## src/rtl/lsm_pkg.sv

```systemverilog
`default_nettype none
// ============================================================================
// Module   : lsm_pkg
// Brief    : Shared definitions for the LDM/STM/PUSH/POP sequencer: opcode
//            patterns, FSM state encoding, architectural register indices
//            and small decode helpers.
// Revision : 1.0 - initial release
// ============================================================================
package lsm_pkg;

  // Instruction bits 15:9. STM/LDM carry Rn[2:1] in the two low bits.
  localparam logic [6:0] OP_STM  = 7'b1100_0??;
  localparam logic [6:0] OP_LDM  = 7'b1100_1??;
  localparam logic [6:0] OP_PUSH = 7'b1011_010;
  localparam logic [6:0] OP_POP  = 7'b1011_110;

  // Architectural register indices
  localparam logic [3:0] SP = 4'd13;
  localparam logic [3:0] LR = 4'd14;
  localparam logic [3:0] PC = 4'd15;

  typedef enum logic [1:0] {
    IDLE = 2'd0,
    XFER = 2'd1,
    LWB  = 2'd2,
    FIN  = 2'd3
  } state_t;

  typedef enum logic [2:0] {
    CLS_NONE = 3'd0,
    CLS_STM  = 3'd1,
    CLS_LDM  = 3'd2,
    CLS_PUSH = 3'd3,
    CLS_POP  = 3'd4
  } op_cls_t;

  // Classify the latched instruction bits into one of the four operations.
  function automatic op_cls_t decode_op(input logic [6:0] op);
    op_cls_t cls;
    casez (op)
      OP_STM:  cls = CLS_STM;
      OP_LDM:  cls = CLS_LDM;
      OP_PUSH: cls = CLS_PUSH;
      OP_POP:  cls = CLS_POP;
      default: cls = CLS_NONE;
    endcase
    return cls;
  endfunction

  // List bit 8 is LR on the store side (PUSH) and PC on the load side (POP).
  function automatic logic [3:0] map_reg(input logic [3:0] k, input logic is_load);
    logic [3:0] r;
    if (k == 4'd8) r = is_load ? PC : LR;
    else           r = k;
    return r;
  endfunction

endpackage
`default_nettype wire

```

## src/rtl/reg_list_pe.sv

```systemverilog
`default_nettype none
// ============================================================================
// Module   : reg_list_pe
// Brief    : Lowest-set-bit priority encoder over the register list.
//            o_valid is low when the list is empty.
// Revision : 1.0 - initial release
// ============================================================================
module reg_list_pe #(
  parameter int NREGS = 9,
  parameter int IDXW  = $clog2(NREGS)
) (
  input  logic [NREGS-1:0] i_vec,
  output logic [IDXW-1:0]  o_idx,
  output logic             o_valid
);

  // Scan high to low so the lowest set bit is the last one to assign.
  always_comb begin
    o_idx   = '0;
    o_valid = 1'b0;
    for (int j = NREGS - 1; j >= 0; j--) begin
      if (i_vec[j]) begin
        o_idx   = IDXW'(j);
        o_valid = 1'b1;
      end
    end
  end

endmodule
`default_nettype wire

```

## src/rtl/ldm_stm_sequencer.sv

```systemverilog
`default_nettype none
// ============================================================================
// Module   : ldm_stm_sequencer
// Brief    : MEM-stage initiator for STM/LDM/PUSH/POP. Latches the register
//            list and base, issues one word access per cycle in ascending
//            address order, returns load data one cycle after each address
//            (data_mem reads are registered), and reports the updated base.
//            Optional macro POP_PC_BRANCH_EN: a POP into PC raises pc_load /
//            pc_target instead of writing r15 through the writeback port.
// Revision : 1.0 - initial release
// ============================================================================
module ldm_stm_sequencer
  import lsm_pkg::*;
#(
  parameter int ADDR_STEP = 4,
  parameter int NREGS     = 9
) (
  input  logic             clk,
  input  logic             rst_n,
  input  logic             start,
  input  logic             flush,
  input  logic [6:0]       opCode,
  input  logic [2:0]       base_reg,
  input  logic [NREGS-1:0] reg_list,
  input  logic [31:0]      base_addr,
  output logic [3:0]       rf_read_addr,
  input  logic [31:0]      rf_read_data,
  output logic             mem_write_en,
  output logic [6:0]       mem_opCode,
  output logic [31:0]      mem_addr,
  output logic [31:0]      mem_data_in,
  input  logic [31:0]      mem_data_out,
  output logic             wb_en,
  output logic [3:0]       wb_reg,
  output logic [31:0]      wb_data,
  output logic             base_wb_en,
  output logic [3:0]       base_wb_reg,
  output logic [31:0]      base_wb_data,
  output logic             busy,
`ifdef POP_PC_BRANCH_EN
  output logic             pc_load,
  output logic [31:0]      pc_target,
`endif
  output logic             done
);

  localparam int IDXW = $clog2(NREGS);

  state_t           r_state;
  state_t           w_next;
  op_cls_t          r_cls;
  logic [6:0]       r_opcode;
  logic [NREGS-1:0] r_list;
  logic [31:0]      r_addr;
  logic [31:0]      r_base_new;
  logic [3:0]       r_base_reg;
  logic             r_base_ok;
  logic             r_wb_pend;
  logic [3:0]       r_wb_reg;
`ifdef POP_PC_BRANCH_EN
  logic             r_wb_pc;
`endif

  op_cls_t          w_cls;
  logic [NREGS-1:0] w_list_in;
  logic [31:0]      w_cnt;
  logic [31:0]      w_span;
  logic [IDXW-1:0]  w_idx;
  logic             w_valid;
  logic [3:0]       w_k;
  logic [NREGS-1:0] w_rem;
  logic             w_last;
  logic             w_is_load;

  assign w_cls     = decode_op(opCode);
  assign w_list_in = (w_cls == CLS_NONE) ? '0 : reg_list;
  assign w_span    = w_cnt * 32'(ADDR_STEP);
  assign w_k       = 4'(w_idx);
  assign w_rem     = r_list & ~({{(NREGS-1){1'b0}}, 1'b1} << w_idx);
  assign w_last    = (w_rem == '0);
  assign w_is_load = (r_cls == CLS_LDM) || (r_cls == CLS_POP);
  assign mem_opCode = r_opcode;

  reg_list_pe #(
    .NREGS (NREGS),
    .IDXW  (IDXW)
  ) u_pe (
    .i_vec   (r_list),
    .o_idx   (w_idx),
    .o_valid (w_valid)
  );

  // Number of registers in the incoming list, used for the base adjustment.
  always_comb begin
    w_cnt = '0;
    for (int j = 0; j < NREGS; j++) begin
      w_cnt = w_cnt + 32'(w_list_in[j]);
    end
  end

  // State register.
  always_ff @(posedge clk or negedge rst_n) begin
    if (!rst_n) r_state <= IDLE;
    else        r_state <= w_next;
  end

  // Latch the operation at start, then walk the list and the address.
  always_ff @(posedge clk or negedge rst_n) begin
    if (!rst_n) begin
      r_cls      <= CLS_NONE;
      r_opcode   <= '0;
      r_list     <= '0;
      r_addr     <= '0;
      r_base_new <= '0;
      r_base_reg <= '0;
      r_base_ok  <= 1'b0;
    end else if (r_state == IDLE && start) begin
      r_cls      <= w_cls;
      r_opcode   <= opCode;
      r_list     <= w_list_in;
      // PUSH is full-descending but still transfers in ascending order.
      r_addr     <= (w_cls == CLS_PUSH) ? base_addr - w_span : base_addr;
      r_base_new <= (w_cls == CLS_PUSH) ? base_addr - w_span : base_addr + w_span;
      r_base_reg <= (w_cls == CLS_PUSH || w_cls == CLS_POP) ? SP : {1'b0, base_reg};
      // A loaded Rn wins over the write-back of the base.
      r_base_ok  <= (w_cls != CLS_NONE) && !(w_cls == CLS_LDM && reg_list[base_reg]);
    end else if (r_state == XFER && w_valid) begin
      r_list <= w_rem;
      r_addr <= r_addr + 32'(ADDR_STEP);
    end
  end

  // Load writeback trails its address by one cycle to match data_mem's read.
  always_ff @(posedge clk or negedge rst_n) begin
    if (!rst_n) begin
      r_wb_pend <= 1'b0;
      r_wb_reg  <= '0;
`ifdef POP_PC_BRANCH_EN
      r_wb_pc   <= 1'b0;
`endif
    end else begin
      r_wb_pend <= (r_state == XFER) && w_is_load && w_valid && !flush;
      r_wb_reg  <= map_reg(w_k, 1'b1);
`ifdef POP_PC_BRANCH_EN
      r_wb_pc   <= (r_cls == CLS_POP) && (map_reg(w_k, 1'b1) == PC);
`endif
    end
  end

  // Next-state logic and the per-state memory/completion outputs.
  always_comb begin
    w_next       = r_state;
    busy         = 1'b0;
    mem_write_en = 1'b0;
    mem_addr     = '0;
    rf_read_addr = '0;
    mem_data_in  = '0;
    done         = 1'b0;
    base_wb_en   = 1'b0;
    base_wb_reg  = '0;
    base_wb_data = '0;
    case (r_state)
      IDLE: begin
        if (start) w_next = (w_list_in == '0) ? FIN : XFER;
      end
      XFER: begin
        busy     = 1'b1;
        mem_addr = r_addr;
        if (!w_is_load && w_valid) begin
          mem_write_en = 1'b1;
          rf_read_addr = map_reg(w_k, 1'b0);
          mem_data_in  = rf_read_data;
        end
        if (flush)       w_next = IDLE;
        else if (w_last) w_next = w_is_load ? LWB : FIN;
      end
      LWB: begin
        busy   = 1'b1;
        w_next = flush ? IDLE : FIN;
      end
      FIN: begin
        busy         = 1'b1;
        w_next       = IDLE;
        base_wb_reg  = r_base_reg;
        base_wb_data = r_base_new;
        if (!flush) begin
          done       = 1'b1;
          base_wb_en = r_base_ok;
        end
      end
      default: w_next = IDLE;
    endcase
  end

  // Writeback port; a POP into PC is redirected to the branch port if enabled.
  always_comb begin
    wb_reg  = r_wb_pend ? r_wb_reg : '0;
    wb_data = r_wb_pend ? mem_data_out : '0;
`ifdef POP_PC_BRANCH_EN
    wb_en     = r_wb_pend && !r_wb_pc;
    pc_load   = r_wb_pend && r_wb_pc;
    pc_target = (r_wb_pend && r_wb_pc) ? (mem_data_out & ~32'h1) : '0;
`else
    wb_en     = r_wb_pend;
`endif
  end

endmodule
`default_nettype wire

```

## config.mk

```make
export PLATFORM = sky130hd
export DESIGN_NAME = ldm_stm_sequencer
export DESIGN_NICKNAME = d
export VERILOG_FILES = /design/src/rtl/lsm_pkg.sv /design/src/rtl/reg_list_pe.sv /design/src/rtl/ldm_stm_sequencer.sv
export SDC_FILE = /design/constraint.sdc
export NUM_CORES = 1
export LEC_CHECK = 0
export BUFFER_PORTS_ARGS = -buffer_cell sky130_fd_sc_hd__clkbuf_2
export CORE_AREA = 5 5 136 138
export DETAILED_ROUTE_END_ITERATION = 8
export DIE_AREA = 0 0 141 143
export HOLD_SLACK_MARGIN = 0.03
export PLACE_DENSITY = 0.84
export SLEW_MARGIN = 15
export SYNTH_ARGS = -nofsm -noshare
export SYNTH_HDL_FRONTEND = slang
export SYNTH_SLANG_ARGS = --single-unit
```

## constraint.sdc

```tcl
create_clock -name clk -period 2.8 [get_ports clk]
set_input_delay 0.7 -clock clk [delete_from_list [all_inputs] [get_ports clk]]
set_output_delay 0.7 -clock clk [all_outputs]
set_load 0.01 [all_outputs]
```

==> summary.md <==
| Metric | Value |
|---|---|
| R2R cell count | 6 |
| Max Root-Sink Buffers | 2 |
| Total GRT Usage | ~29% |
| Mean Syn Cell Area | 8.153 um^2 |
| Outcome | finished, violations left |
| First-pass GRT wire length | 47290 um |
| Cell row count | 48 |
| Max_cap viols | 0 |
| Die height | 143 um |
| Hold Violations, Final | 0 |
| Inst Count DP | 1469 |
| Reg-to-reg critical path startpoint | r_state[1]$_DFFE_PN0P_ |
| Routability cong. | 0.9714 |
| YS warnings | 0 |
| Crit path time final | 5.456 ns |
| RSZ-0062 raised after global routing | true |
| Reg2Reg Setup Slack | 0.62 ns |
| Pwr Density | 702.6 nW/um^2 |
| CTS tree | yes |
| Fin Setup TNS | -143.46 ns |
| Worst setup path class | input port to flip-flop |
| Initial antenna violation count | 1 |
| Via-to-Cell Ratio | between 6 and 7 |
| Clock root cell | clkbuf_16 |
| DRC violations left | 1 |
| Clock slew at reported path FFs | roughly 0.070 ns |
| CTS Buf Count | 9 |
| Starting Density | 45.17% |
| Mapped cell area | approximately 7700 um^2 |
| FMAX | 183.3 MHz |
| Post-synth EDFFs | 0 |
| H-tree Lvls | 3 |
| Commonest non-fill, non-tap cell in the layout | clkbuf_2 |
| Pin count of the biggest net entering global routing | 85 |
| Max Transition Viols Final | 0 |
| Die area | 20160 um^2 |
| Drt wl/cell | 21.83 um |
| R2R Path End | r_addr[24]$_DFFE_PN0P_ |
| Number of global-route vias before repair | 8764 |
| Buffers on Ports | 270 |
| Period Utilization, post-route | 194.9% |
| HP Class | input port to asynchronous set/reset pin |
| Critical Path End Type | flip-flop |
| Final Setup Violations | 63 |
| Crit path DAT | between 5 and 6 ns |
| Via count | between 9000 and 10000 |
| VDD IR max | 0.0004007 V |
| Share of cells above drive strength 1 | between 40% and 50% |
| Post-DRT Antenna Nets | 0 |
| Die Wd | 141 um |
| Startpoint Class | input port |
| Part of the Yosys area used for sequential elements | 30.85% |
| Final hold slack | 0.1851 ns |
| Post-synthesis instance total | 945 |
| DR iter-0 viols | 1142 |
| Nets | roughly 1400 |
| Distinct cell type count after synthesis | 76 |
| CTS Sinks | 95 |
| Crit path max fanout | 5 |
| Synth top area share | 30.85% |
| Antenna cells | 0 |
| Fraction of registers with async set or reset after synthesis | 100.0% |
| Main synth FF type | dfrtp_1 |
| Slew @ Worst Pin | between 0.7 and 0.8 ns |
| Fin cells | 1515 |
| Drt total wl | around 33000 um |
| Congestion Overflow GR | 0 |
| P&R area growth vs syn | 51.20% |
| Failing checks | design-rule violations, negative setup slack |
| Most frequent cells in the layout | clkbuf_2 (255), nand2_1 (112), buf_4 (99) |
| Fill cells | 1211 |
| Tot Pwr | 8.185 mW |
| DP HPWL | 23060 um |
| Cell taking the most area after synthesis | dfrtp_1 |
| DRT Pass-1 Iters | 8 |
| Synthesized flop and latch total | 95 |
| Clock skew | approximately 0.0083 ns |
| Final WS setup | -2.656 ns |
| Largest registers | r_addr (32), r_base_new (32), r_list (9) |
| Core region area | 17060 um^2 |
| IO Pins | 271 |
| Worst skew pair latency | ~0.36 ns |
| Slew HR | 48.67% |
| Top cells by area, synth | dfrtp_1 (31%), and3_1 (6.0%), nand2_1 (5.7%) |
| Critical Path RT | between 3 and 4 ns |
| Net Count, Synth | 1084 |
| Lkg Pwr | 5.688 nW |
area by class of cell:
type,count,area [um^2],area share [%]
clock inverters,6,91.34,0.7840
multi-input cells,747,5868,50.37
flip-flops and latches,95,2382,20.45
clock buffers,10,239.0,2.051
inverters,26,100.1,0.8592
well taps,225,281.5,2.417
repair buffers,406,2688,23.07
synthesized netlist by cell type, types with 5 or more instances:
library cell  instances
a31oi_1               9
or3_1                 7
nor2b_1               6
fa_1                  7
a211o_1               7
o21a_1               10
and3_1               74
buf_1                 9
inv_1                26
xor2_1               21
o21ai_0              26
nand4_1              29
mux2i_1              24
ha_1                 13
nand2_1             118
or2_2                 5
or4_1                 8
nor3_1               29
a21oi_1              15
dfrtp_1              95
nor2_1               50
o21bai_1              5
and2_1               68
nand2b_1              8
nand3_1              37
clkbuf_1             54
xnor2_1              31
buf_2                 7
nor4_1               40
o31ai_1              11
per-stage QoR:
stage          util [%]  setup slack [ns]  instance area (um^2)
6_report          68.30            -2.656                 11650
5_1_grt           68.30            -2.774                 11650
4_1_cts           63.69            -2.410                 10860
3_5_place_dp      59.34            -3.015                 10120
3_3_place_gp      59.34            -2.878                 10120
2_1_floorplan         -            -2.762                  7974
cells by family after synthesis:
logic type | after synthesis | share of synthesized area (%)
and+or+nand+nor | 510 | 36.75
adders and majority gates | 20 | 3.930
xor gates and xnor gates | 52 | 5.911
buffers and inverters | 103 | 5.619
muxes | 30 | 4.287
AOI/OAI and AO/OA | 135 | 12.65
DFF | 95 | 30.85
worst max-delay path by stage:
stage | to | slack (ns) | start | depth (start not counted)
final | r_base_new[16]$_DFFE_PN0P_ | -2.66 | opCode[0] | 20
after global routing | r_base_new[21]$_DFFE_PN0P_ | -2.77 | opCode[0] | 21
after CTS | r_base_new[23]$_DFFE_PN0P_ | -2.41 | opCode[0] | 21
after detailed placement | r_base_new[16]$_DFFE_PN0P_ | -3.01 | opCode[0] | 19
after global placement | r_addr[27]$_DFFE_PN0P_ | -2.88 | opCode[0] | 20
after floorplan | r_base_new[17]$_DFFE_PN0P_ | -2.76 | opCode[0] | 21
power by group:
part           total, mW  leakage, nW  internal, mW  switching [mW]
sequential          2.56         1.16          1.98           0.586
combinational       4.23         4.38          1.78            2.45
clock               1.39        0.151         0.811           0.579
total               8.19         5.69          4.57            3.62
layer usage:
metal  vias to the layer above  track usage (%)  routed length [um]
met5                         -                0                   0
met4                         0            9.485                1145
met3                       120            6.631                3293
met2                       648            51.36               16500
met1                      4443            36.06               12140
li1                       4084                -                   -
critical path: stages:
cell and delay (ns):
buf_6 0.09, nand3b_1 0.18, nor3b_2 0.25, o21a_2 0.23, nand2_2 0.09, inv_2 0.07
fa_1 0.41, inv_1 0.08, fa_1 0.43, fa_1 0.47, fa_2 0.37, fa_2 0.60
inv_4 0.06, buf_4 0.14, fa_2 0.39, a31oi_1 0.20, buf_4 0.19, nor4_1 0.08
or3_1 0.36, a31o_2 0.27
repair_timing:
action,CTS,global route
cloned,1,3
endpoints found under the hold margin,0,0
gates resized for setup,68,128
hold buffers,0,0
buffers inserted,13,22
pin swaps,33,53
endpoints found under the setup margin,62,95
No activity file was read; power rests on OpenSTA's default activity.
